===== src/rtl/rc_pkg.sv =====
// Shared RC receiver definitions: meter FSM states, microsecond word width, servo range constants.
// Used by rc_pulse_meter, rc_pulse_gen and their interfaces.
package rc_pkg;

    typedef enum logic [1:0] {
        WAIT_LOW,
        IDLE,
        HIGH
    } rc_meter_state_t;

    localparam int RC_US_W      = 16;
    localparam int RC_PW_MIN    = 1000;
    localparam int RC_PW_MAX    = 2000;
    localparam int RC_PW_CENTER = 1500;

    function automatic int clk_per_us(input int sys_clk);
        return sys_clk / 1000000;
    endfunction

endpackage


===== src/rtl/rc_pulse_meter_if.sv =====
// Receiver-pin-to-pulse-width bundle; master is the meter, slave the pin driver / width consumer.
interface rc_pulse_meter_if;
    import rc_pkg::*;

    logic               rc_in;
    logic [RC_US_W-1:0] pw;
    logic               pw_valid;
    logic               locked;
    logic               bad_pulse;
    logic               timeout;

    modport master (input rc_in, output pw, pw_valid, locked, bad_pulse, timeout);
    modport slave  (output rc_in, input pw, pw_valid, locked, bad_pulse, timeout);

endinterface


===== src/rtl/rc_sync_edge.sv =====
// 2-FF synchronizer with registered level/rise/fall; rise/fall appear 3 cycles after din moves.
// No backpressure: single-bit streaming path.
module rc_sync_edge (
    input  logic clk,
    input  logic rst,
    input  logic din,
    output logic level,
    output logic rise,
    output logic fall
);

    logic meta;
    logic sync;

    // Chain is not reset so a pulse already high across reset is still seen as high afterwards.
    always_ff @(posedge clk) begin
        meta  <= din;
        sync  <= meta;
        level <= sync;
    end

    always_ff @(posedge clk) begin
        if (rst) begin
            rise <= 1'b0;
            fall <= 1'b0;
        end else begin
            rise <= sync & ~level;
            fall <= ~sync & level;
        end
    end

endmodule


===== src/rtl/rc_pulse_meter.sv =====
// Measures RC pulse high time in us with range check, lock tracking and failsafe on silence.
// pw/pw_valid one cycle after the detected falling edge; no backpressure, strobes are single-cycle.
module rc_pulse_meter
    import rc_pkg::*;
#(
    parameter int SYS_CLK     = 50000000,
    parameter int MIN_US      = 800,
    parameter int MAX_US      = 2200,
    parameter int TIMEOUT_US  = 50000,
    parameter int FAILSAFE_US = RC_PW_CENTER,
    parameter int LOCK_COUNT  = 3
) (
    input  logic                clk,
    input  logic                rst,
    rc_pulse_meter_if.master    bus
);

    localparam int CLK_PER_US = clk_per_us(SYS_CLK);
    localparam int PS_W       = $clog2(CLK_PER_US);
    localparam int TO_W       = $clog2(TIMEOUT_US + 1);

    localparam logic [PS_W-1:0]    PS_LAST   = PS_W'(CLK_PER_US - 1);
    localparam logic [TO_W-1:0]    TO_LAST   = TO_W'(TIMEOUT_US);
    localparam logic [RC_US_W-1:0] W_MIN     = RC_US_W'(MIN_US);
    localparam logic [RC_US_W-1:0] W_MAX     = RC_US_W'(MAX_US);
    localparam logic [RC_US_W-1:0] W_FS      = RC_US_W'(FAILSAFE_US);
    localparam logic [RC_US_W-1:0] W_SAT     = '1;
    localparam logic [7:0]         GOOD_LOCK = 8'(LOCK_COUNT);

    logic lvl, rise, fall;

    rc_sync_edge u_sync (
        .clk   (clk),
        .rst   (rst),
        .din   (bus.rc_in),
        .level (lvl),
        .rise  (rise),
        .fall  (fall)
    );

    rc_meter_state_t state, state_n;
    logic start, judge;

    always_ff @(posedge clk) begin
        if (rst) state <= WAIT_LOW;
        else     state <= state_n;
    end

    always_comb begin
        state_n = state;
        start   = 1'b0;
        judge   = 1'b0;
        case (state)
            WAIT_LOW: if (!lvl) state_n = IDLE;
            IDLE:     if (rise) begin start = 1'b1; state_n = HIGH; end
            HIGH:     if (fall) begin judge = 1'b1; state_n = IDLE; end
            default:  state_n = WAIT_LOW;
        endcase
    end

    logic [PS_W-1:0]    ps_cnt, us_cnt;
    logic [RC_US_W-1:0] width, width_n, pw_reg;
    logic [TO_W-1:0]    to_cnt, to_inc;
    logic [7:0]         good_cnt;
    logic               valid_reg, bad_reg, timeout_reg;
    logic               in_range, accept, reject, us_tick, to_hit;

    // The falling-edge cycle is itself counted, so the judged width is floor(H / CLK_PER_US).
    assign width_n  = (ps_cnt == PS_LAST && width != W_SAT) ? width + RC_US_W'(1) : width;
    assign in_range = (width_n >= W_MIN) && (width_n <= W_MAX);
    assign accept   = judge & in_range;
    assign reject   = judge & ~in_range;
    assign us_tick  = (us_cnt == PS_LAST);
    assign to_inc   = to_cnt + TO_W'(us_tick);
    assign to_hit   = (to_inc == TO_LAST) && !accept;

    always_ff @(posedge clk) begin
        if (rst) begin
            ps_cnt      <= '0;
            us_cnt      <= '0;
            width       <= '0;
            to_cnt      <= '0;
            good_cnt    <= '0;
            pw_reg      <= W_FS;
            valid_reg   <= 1'b0;
            bad_reg     <= 1'b0;
            timeout_reg <= 1'b0;
        end else begin
            valid_reg   <= accept;
            bad_reg     <= reject;
            timeout_reg <= to_hit;
            us_cnt      <= us_tick ? '0 : us_cnt + PS_W'(1);

            if (start) begin
                ps_cnt <= '0;
                width  <= '0;
            end else if (state == HIGH) begin
                ps_cnt <= (ps_cnt == PS_LAST) ? '0 : ps_cnt + PS_W'(1);
                width  <= width_n;
            end

            if (accept) begin
                pw_reg <= width_n;
                to_cnt <= '0;
                if (good_cnt != GOOD_LOCK) good_cnt <= good_cnt + 8'd1;
            end else begin
                to_cnt <= to_hit ? '0 : to_inc;
                if (to_hit)           pw_reg   <= W_FS;
                if (reject || to_hit) good_cnt <= '0;
            end
        end
    end

    assign bus.pw        = pw_reg;
    assign bus.pw_valid  = valid_reg;
    assign bus.bad_pulse = bad_reg;
    assign bus.timeout   = timeout_reg;
    assign bus.locked    = (good_cnt == GOOD_LOCK);

endmodule


===== src/flat_wrapper.sv =====
// flat-port wrapper written by rule: the top's interface ports become plain ports
module rc_pulse_meter_flat import rc_pkg::*;
#(
    parameter int SYS_CLK     = 50000000,
    parameter int MIN_US      = 800,
    parameter int MAX_US      = 2200,
    parameter int TIMEOUT_US  = 50000,
    parameter int FAILSAFE_US = RC_PW_CENTER,
    parameter int LOCK_COUNT  = 3
)
  (clk, rst, bus_rc_in, bus_pw, bus_pw_valid, bus_locked, bus_bad_pulse, bus_timeout);
  rc_pulse_meter_if bus_i ();
  input  logic clk;
  input  logic rst;
  input wire logic [$bits(bus_i.rc_in)-1:0] bus_rc_in;
  output wire logic [$bits(bus_i.pw)-1:0] bus_pw;
  output wire logic [$bits(bus_i.pw_valid)-1:0] bus_pw_valid;
  output wire logic [$bits(bus_i.locked)-1:0] bus_locked;
  output wire logic [$bits(bus_i.bad_pulse)-1:0] bus_bad_pulse;
  output wire logic [$bits(bus_i.timeout)-1:0] bus_timeout;
  assign bus_i.rc_in = bus_rc_in;
  assign bus_pw = bus_i.pw;
  assign bus_pw_valid = bus_i.pw_valid;
  assign bus_locked = bus_i.locked;
  assign bus_bad_pulse = bus_i.bad_pulse;
  assign bus_timeout = bus_i.timeout;
  rc_pulse_meter #(.SYS_CLK(SYS_CLK), .MIN_US(MIN_US), .MAX_US(MAX_US), .TIMEOUT_US(TIMEOUT_US), .FAILSAFE_US(FAILSAFE_US), .LOCK_COUNT(LOCK_COUNT)) u_core (.clk(clk), .rst(rst), .bus(bus_i));
endmodule

===== config.mk =====
export PLATFORM = sky130hd
export DESIGN_NAME = rc_pulse_meter_flat
export DESIGN_NICKNAME = d
export VERILOG_FILES = /design/src/rtl/rc_pkg.sv /design/src/rtl/rc_pulse_meter_if.sv /design/src/rtl/rc_sync_edge.sv /design/src/rtl/rc_pulse_meter.sv /design/src/flat_wrapper.sv
export SDC_FILE = /design/constraint.sdc
export NUM_CORES = 1
export LEC_CHECK = 0
export BUFFER_PORTS_ARGS = -buffer_cell sky130_fd_sc_hd__buf_2
export CORE_MARGIN = 3
export CORE_UTILIZATION = 61
export DETAILED_ROUTE_END_ITERATION = 12
export GPL_ROUTABILITY_DRIVEN = 0
export PLACE_DENSITY = 0.91
export SLEW_MARGIN = 10
export SYNTH_ARGS = -nofsm -noshare
export SYNTH_HDL_FRONTEND = slang
export SYNTH_HIERARCHICAL = 1
export SYNTH_SLANG_ARGS = --single-unit

===== constraint.sdc =====
create_clock -name clk -period 4.2 [get_ports clk]
set_input_delay 0.42 -clock clk [delete_from_list [all_inputs] [get_ports clk]]
set_output_delay 0.42 -clock clk [all_outputs]
set_load 0.05 [all_outputs]

==> impl_results.md, run 1 <==
- Status: finished, final reports clean
- GRT Overall Usage: between 20% and 30%
- DR DRC count: 0
- Cell area after layout: 4300 sq um
- Final setup viols: 0
- Commonest cells post-synth: 78 x dfxtp_1, 60 x nor2_1, 26 x nand2_1, 26 x nand3_1, 24 x xor2_1
- Antenna viol nets, final: 0
- Sequential share of the synthesized area: 38.8%
- Synth area leader: dfxtp_1
- Fin. max-slew vios: 0
- Setup crit end kind: flop
- Power share of the combinational group: 2.3%
- Final Hold Vio Count: 0
- TritonCTS clock tree: done
- Fillers: 446
- Fmax: 0.277 GHz
- Die Area: 7600 sq um
- Critical path type: flop to flop
- Initial Utilization: 65.2%
- Synth-to-layout area growth: 6.94%
- R2r endpoint: u_core/bus.pw[7]
- Number of global-route vias before repair: 3131
- Synth cell types: 75
- Final wirelength: 8.61 mm
- Critical Path Start: u_core/width[4]
- Worst Skew: about 0.0095 ns
- Crit path to: u_core/bus.pw[7]
- # clock sinks: 78
- GRT overflow: 0
- P_sw: ~0.31 mW
- Synthesized area per cell: 9.14 sq um
- Top-count cell post-synth: dfxtp_1
- Post-CTS Repair Setup Buffers: 0
- # hold bufs at CTS: 0
- Fin crit share: 86.0%
- Placed standard-cell area: about 4000 sq um
- Post-layout power: between 1 and 1.5 mW
- Die Width: 87.2 microns
- R2r setup slk: 0.59 ns
- Worst Path Required: 4.50 ns
- Static leakage: 1.59 nW
- Internal: 1.09 mW
- Power Density: 327 nW/um^2
- Async SR Flop Fraction: 0%
- Share of power burned in registers: 53.5%
- Sw frac: 22.1%
- R2R depth: 8
- Ys Warns: 6
- Number of flops mapped to enable cells by yosys: 0
- Clock power share: between 40% and 50%
- Syn nets: 451
- Flops & latches, synth: 78
- Antenna Cells: 0
- Dominant synthesized flop cell: dfxtp_1
- Core area: 6170 sq um
- Hold Slack: between 0.15 and 0.2 ns
- Synthesized instance count: 440
- Clk root buf: clkbuf_8
- DR iter-0 viols: 330
- Worst-Margin Slew: around 0.79 ns
- Clock insertion delay at the later pin of the skew report: about 0.35 ns
- Pre-CTS setup slack: roughly 0.72 ns
- Avg WL per Cell: approximately 16 microns
- Max cap viols: 0
- Port Buffers: 22
- Hpwl dp: 6.05 mm
- Row count: 28
- Slew margin rel.: 47.4%
- Worst EP arrival: around 3.9 ns
- First-pass iteration count of the detailed router: 5
- Area of the mapped netlist: 4020 sq um
- Worst setup margin: between 0.5 and 0.6 ns
- Io pins: 23
- CTS Buf Count: 9
- CP max FO: 13
- Total Nets Final: 468
- CTS resizes: 0
- Die height: between 80 and 90 microns
- H-tree depth: 3
- First-pass GRT wire length: 14.6 mm
- Top post-synthesis cells by area: dfxtp_1 39%, nor2_1 5.6%, xor2_1 5.2%
- Worst VDD drop: 0.000314 V
- CP Launch Type: flop
- Worst min path class: input pin to flop
- Total number of vias: 3359
- DR vias/cell: 6.26
- Reg2reg start: u_core/width[4]
- Pin count of the biggest net entering global routing: 18
- Share of cells above drive strength 1: 16.9%
- Synth top area share: 38.8%
- CTS Buffer Depth: 2
- Setup TNS: 0 ns
- Min cycle time layout: 3.61 ns
- RSZ-0062 raised after global routing: false
- Clock transition at path regs: approximately 0.08 ns
- Initial antenna violation count: 0
==> cell usage in the layout (no fill, tap or decap), drive strengths merged, types with 7 or more instances in the layout <==
cell type  instances
and2               7
ha                 8
nand3             28
clkbuf             9
nor3              10
xnor2             22
nand4             15
buf               24
a21oi             13
nor2              61
nand2             29
nor4              11
o21ai             14
dfxtp             78
xor2              24
inv               12
a2bb2oi            7
==> layout make-up <==
| type | count | area, sq um | share of cell area (%) |
|---|---|---|---|
| clock buffer | 9 | 124 | 2.88 |
| multi-input combinational | 332 | 2250 | 52.3 |
| timing repair buffer | 24 | 125 | 2.91 |
| tap | 75 | 93.8 | 2.18 |
| sequential | 78 | 1560 | 36.3 |
| clock inverter | 7 | 97.6 | 2.27 |
| inverter | 12 | 50.0 | 1.16 |
==> per-stage QoR <==
step | utilization, % | std cells
6_report | 69.8 | 537
5_1_grt | 69.8 | 537
4_1_cts | 69.8 | 537
3_5_place_dp | 66.2 | 521
3_3_place_gp | 66.2 | 521
2_1_floorplan | - | 440
==> kinds of logic (layout without fill, tap and decap cells) <==
logic type,Yosys count,in the layout,synth area share [%]
XOR/XNOR,46,46,10.0
adder cells (fa/ha/maj),8,8,2.49
multiplexers,5,5,1.31
flip-flops,78,78,38.8
buffers and inverters,30,52,5.26
AND/OR/NAND/NOR,204,204,28.4
AO/OA/AOI/OAI,69,69,13.7
==> power groups by stage <==
stage | combinational [mW] | sequential (mW) | clock, mW
after global placement | 0.0314 | 0.768 | 0
final | 0.0327 | 0.751 | 0.621
after CTS | 0.0326 | 0.751 | 0.631
after floorplan | 0.0259 | 0.767 | 0
after global routing | 0.0362 | 0.752 | 0.664
after detailed placement | 0.0322 | 0.768 | 0
==> worst min-delay path by stage <==
stage                     depth (start not counted)  slack [ns]            endpoint          startpoint
after global routing                              1        0.15  u_core/u_sync/meta           bus_rc_in
after floorplan                                   0        0.31  u_core/u_sync/sync  u_core/u_sync/meta
after global placement                            0        0.31  u_core/u_sync/sync  u_core/u_sync/meta
after CTS                                         1        0.15  u_core/u_sync/meta           bus_rc_in
after detailed placement                          0        0.31  u_core/u_sync/sync  u_core/u_sync/meta
final                                             1        0.17  u_core/u_sync/meta           bus_rc_in
==> metal layers <==
layer / part of all wire (%) / vias to the layer above / global-route usage, %
li1: - / 1605 / -
met1: 45 / 1593 / 30.7
met2: 47 / 147 / 39.8
met3: 6.7 / 14 / 4.64
met4: 1.6 / 0 / 11.0
met5: 0 / - / 0
==> critical path, stage by stage (launching register included) <==
cell	delay, ns
dfxtp_1	0.59
nand3_1	0.34
nor4_2	0.56
nand3_1	0.19
xnor2_1	0.51
nand4_1	0.23
o32a_2	0.29
o211ai_2	0.59
o22a_2	0.24
No activity file was read; power rests on OpenSTA's default activity.
==> run 2: changes to the inputs <==
==> constraint.sdc (replaced) <==
create_clock -name clk -period 4.2 [get_ports clk]
set_input_delay 0.21 -clock clk [delete_from_list [all_inputs] [get_ports clk]]
set_output_delay 0.21 -clock clk [all_outputs]
set_load 0.05 [all_outputs]
==> run 2 against run 1 <==
Final area rose by 0.23%. Clock power about the same. Sequential share of layout area fell by 0.084 points. Final cell count rose by 0.19%. Wire length up 1.1%. Die area unchanged. Global-route usage stayed put. Flip-flop and latch count unchanged. Combinational power increased by 2%. Largest cell class unchanged. Highest routed layer unchanged.
==> impl_results.md, run 2 (synthesis gave the netlist of run 1 again) <==
- Synth-to-layout area growth: 7.19% (was 6.94%)
- Worst EP arrival: 3.91 ns (about the same)
- Hpwl dp: 6.05 mm (unchanged)
- Die height: 87.2 microns (unchanged)
- Share of cells above drive strength 1: 16.8% (was 16.9%)
- Clock insertion delay at the later pin of the skew report: 0.35 ns (about the same)
- Setup crit end kind: flop (unchanged)
- Bufs and invs on worst path: 0 (unchanged)
- Status: finished, final reports clean (unchanged)
- Worst Path Required: 4.50 ns (about the same)
- CP max FO: 13 (unchanged)
- DR DRC count: 0 (unchanged)
- FF/Latch Area: 1560 sq um (unchanged)
- Most frequent cells in the layout: 78 x dfxtp_1, 60 x nor2_1, 26 x nand2_1, 26 x nand3_1, 24 x xor2_1 (unchanged)
- Fin crit share: 85.9% (was 86.0%)
- Initial antenna violation count: 0 (unchanged)
- Core area: 6170 sq um (unchanged)
- Die Area: 7600 sq um (unchanged)
- Initial Utilization: 65.2% (unchanged)
- Static leakage: 1.60 nW (was 1.59 nW)
- CP dominant cell by count: nand3_1 (unchanged)
- Worst min path class: input pin to flop (unchanged)
- CP Launch Type: flop (unchanged)
- Final setup viols: 0 (unchanged)
- CP delay by family, top: simple AND/OR/NAND/NOR gates (unchanged)
- Total number of vias: 3342 (was 3359)
- Min cycle time layout: 3.61 ns (about the same)
- Number of global-route vias before repair: 3131 (unchanged)
- Fillers: 445 (was 446)
- GRT Overall Usage: 24.2% (unchanged)
- First-pass GRT wire length: 14.6 mm (unchanged)
- DR vias/cell: 6.21 (was 6.26)
- GRT overflow: 0 (unchanged)
- Clock power share: 44.3% (was 44.2%)
- Worst-Margin Slew: 0.780 ns (was 0.788 ns)
- Worst VDD drop: 0.000314 V (about the same)
- Avg WL per Cell: 16.2 microns (was 16.0 microns)
- Die Width: 87.2 microns (unchanged)
- Antenna viol nets, final: 0 (unchanged)
- Multi-input gate area: 2250 sq um (unchanged)
- H-tree depth: 3 (unchanged)
- Power Density: 326 nW/um^2 (was 327 nW/um^2)
- Final wirelength: 8.71 mm (was 8.61 mm)
- Io pins: 23 (unchanged)
- Clk root buf: clkbuf_8 (unchanged)
- Post-CTS Repair Setup Buffers: 0 (unchanged)
- Layout Cells excl Fill: 538 (was 537)
- Fmax: 0.277 GHz (about the same)
- P_sw: 0.312 mW (was 0.310 mW)
- # hold bufs at CTS: 1 (was 0)
- Antenna Cells: 0 (unchanged)
- Port Buffers: 22 (unchanged)
- RSZ-0062 raised after global routing: false (unchanged)
- Slowest cell delay on critical path: 0.58 ns (was 0.59 ns)
- Setup TNS: 0 ns (unchanged)
- Most common cell after layout, fill and taps aside: dfxtp_1 (unchanged)
- Total Nets Final: 469 (was 468)
- Share of power burned in registers: 53.4% (was 53.5%)
- Row count: 28 (unchanged)
- DR iter-0 viols: 336 (was 330)
- First-pass iteration count of the detailed router: 5 (unchanged)
- Critical path type: flop to flop (unchanged)
- CTS resizes: 0 (unchanged)
- # clock sinks: 78 (unchanged)
- Final Hold Vio Count: 0 (unchanged)
- Sw frac: 22.2% (was 22.1%)
- Clock transition at path regs: 0.08 ns (about the same)
- Worst Skew: 0.00879 ns (was 0.00946 ns)
- TritonCTS clock tree: done (unchanged)
- Critical path cell sequence: nand3_1 > nor4_2 > nand3_1 > xnor2_1 > nand4_1 > o32a_2 > o211ai_2 > o22a_2 (unchanged)
- CTS Buf Count: 9 (unchanged)
- Power share of the combinational group: 2.4% (was 2.3%)
- Placed cells: 521 (unchanged)
- Slew margin rel.: 47.9% (was 47.4%)
- Pin count of the biggest net entering global routing: 18 (unchanged)
- Fin. max-slew vios: 0 (unchanged)
- CP max stage cell: dfxtp_1 (unchanged)
- Internal: 1.09 mW (about the same)
- CTS Buffer Depth: 2 (unchanged)
- Max cap viols: 0 (unchanged)
==> run 2: worst paths after layout <==
kind	cells past startpoint	slack, ns	from	endpoint
setup / recovery	8	0.59	u_core/width[4]	u_core/bus.pw[7]
hold / removal	2	0.11	rst	u_core/state[1]
setup reg to reg	8	0.59	u_core/width[4]	u_core/bus.pw[7]
hold reg to reg	0	0.33	u_core/u_sync/meta	u_core/u_sync/sync
==> run 2: power groups by stage <==
stage          Combinational, mW  Sequential (mW)  Clock [mW]
6_report                  0.0334            0.751       0.623
4_1_cts                   0.0333            0.751       0.631
3_3_place_gp              0.0314            0.768           0
2_1_floorplan             0.0259            0.767           0
5_1_grt                   0.0369            0.752       0.664
3_5_place_dp              0.0322            0.768           0
==> run 2: routing by layer <==
layer	wire length [microns]	track usage (%)	up-vias
li1	-	-	1605
met1	3920	30.7	1579
met2	4090	39.8	143
met3	562	4.64	15
met4	146	11.0	0
met5	0	0	-
==> run 2: layout make-up <==
| class | count | area share (%) |
|---|---|---|
| multi-input cells | 332 | 52.2 |
| flip-flops and latches | 78 | 36.2 |
| repair buffers | 25 | 3.13 |
| clock buffers | 9 | 2.87 |
| clock inverters | 7 | 2.26 |
| well taps | 75 | 2.18 |
| inverters | 12 | 1.16 |
==> run 2: metrics by stage <==
| step | power, mW | util, % | hold WS [ns] | setup slack [ns] | cell area, sq um |
|---|---|---|---|---|---|
| 6_report | 1.41 | 69.9 | 0.114 | 0.590 | 4310 |
| 5_1_grt | 1.45 | 69.9 | 0.0958 | 0.455 | 4310 |
| 4_1_cts | 1.41 | 69.9 | 0.0943 | 0.683 | 4310 |
| 3_5_place_dp | 0.801 | 66.2 | 0.313 | 0.725 | 4080 |
| 3_3_place_gp | 0.799 | 66.2 | 0.313 | 0.826 | 4080 |
| 2_1_floorplan | 0.793 | - | 0.238 | 0.865 | 4020 |
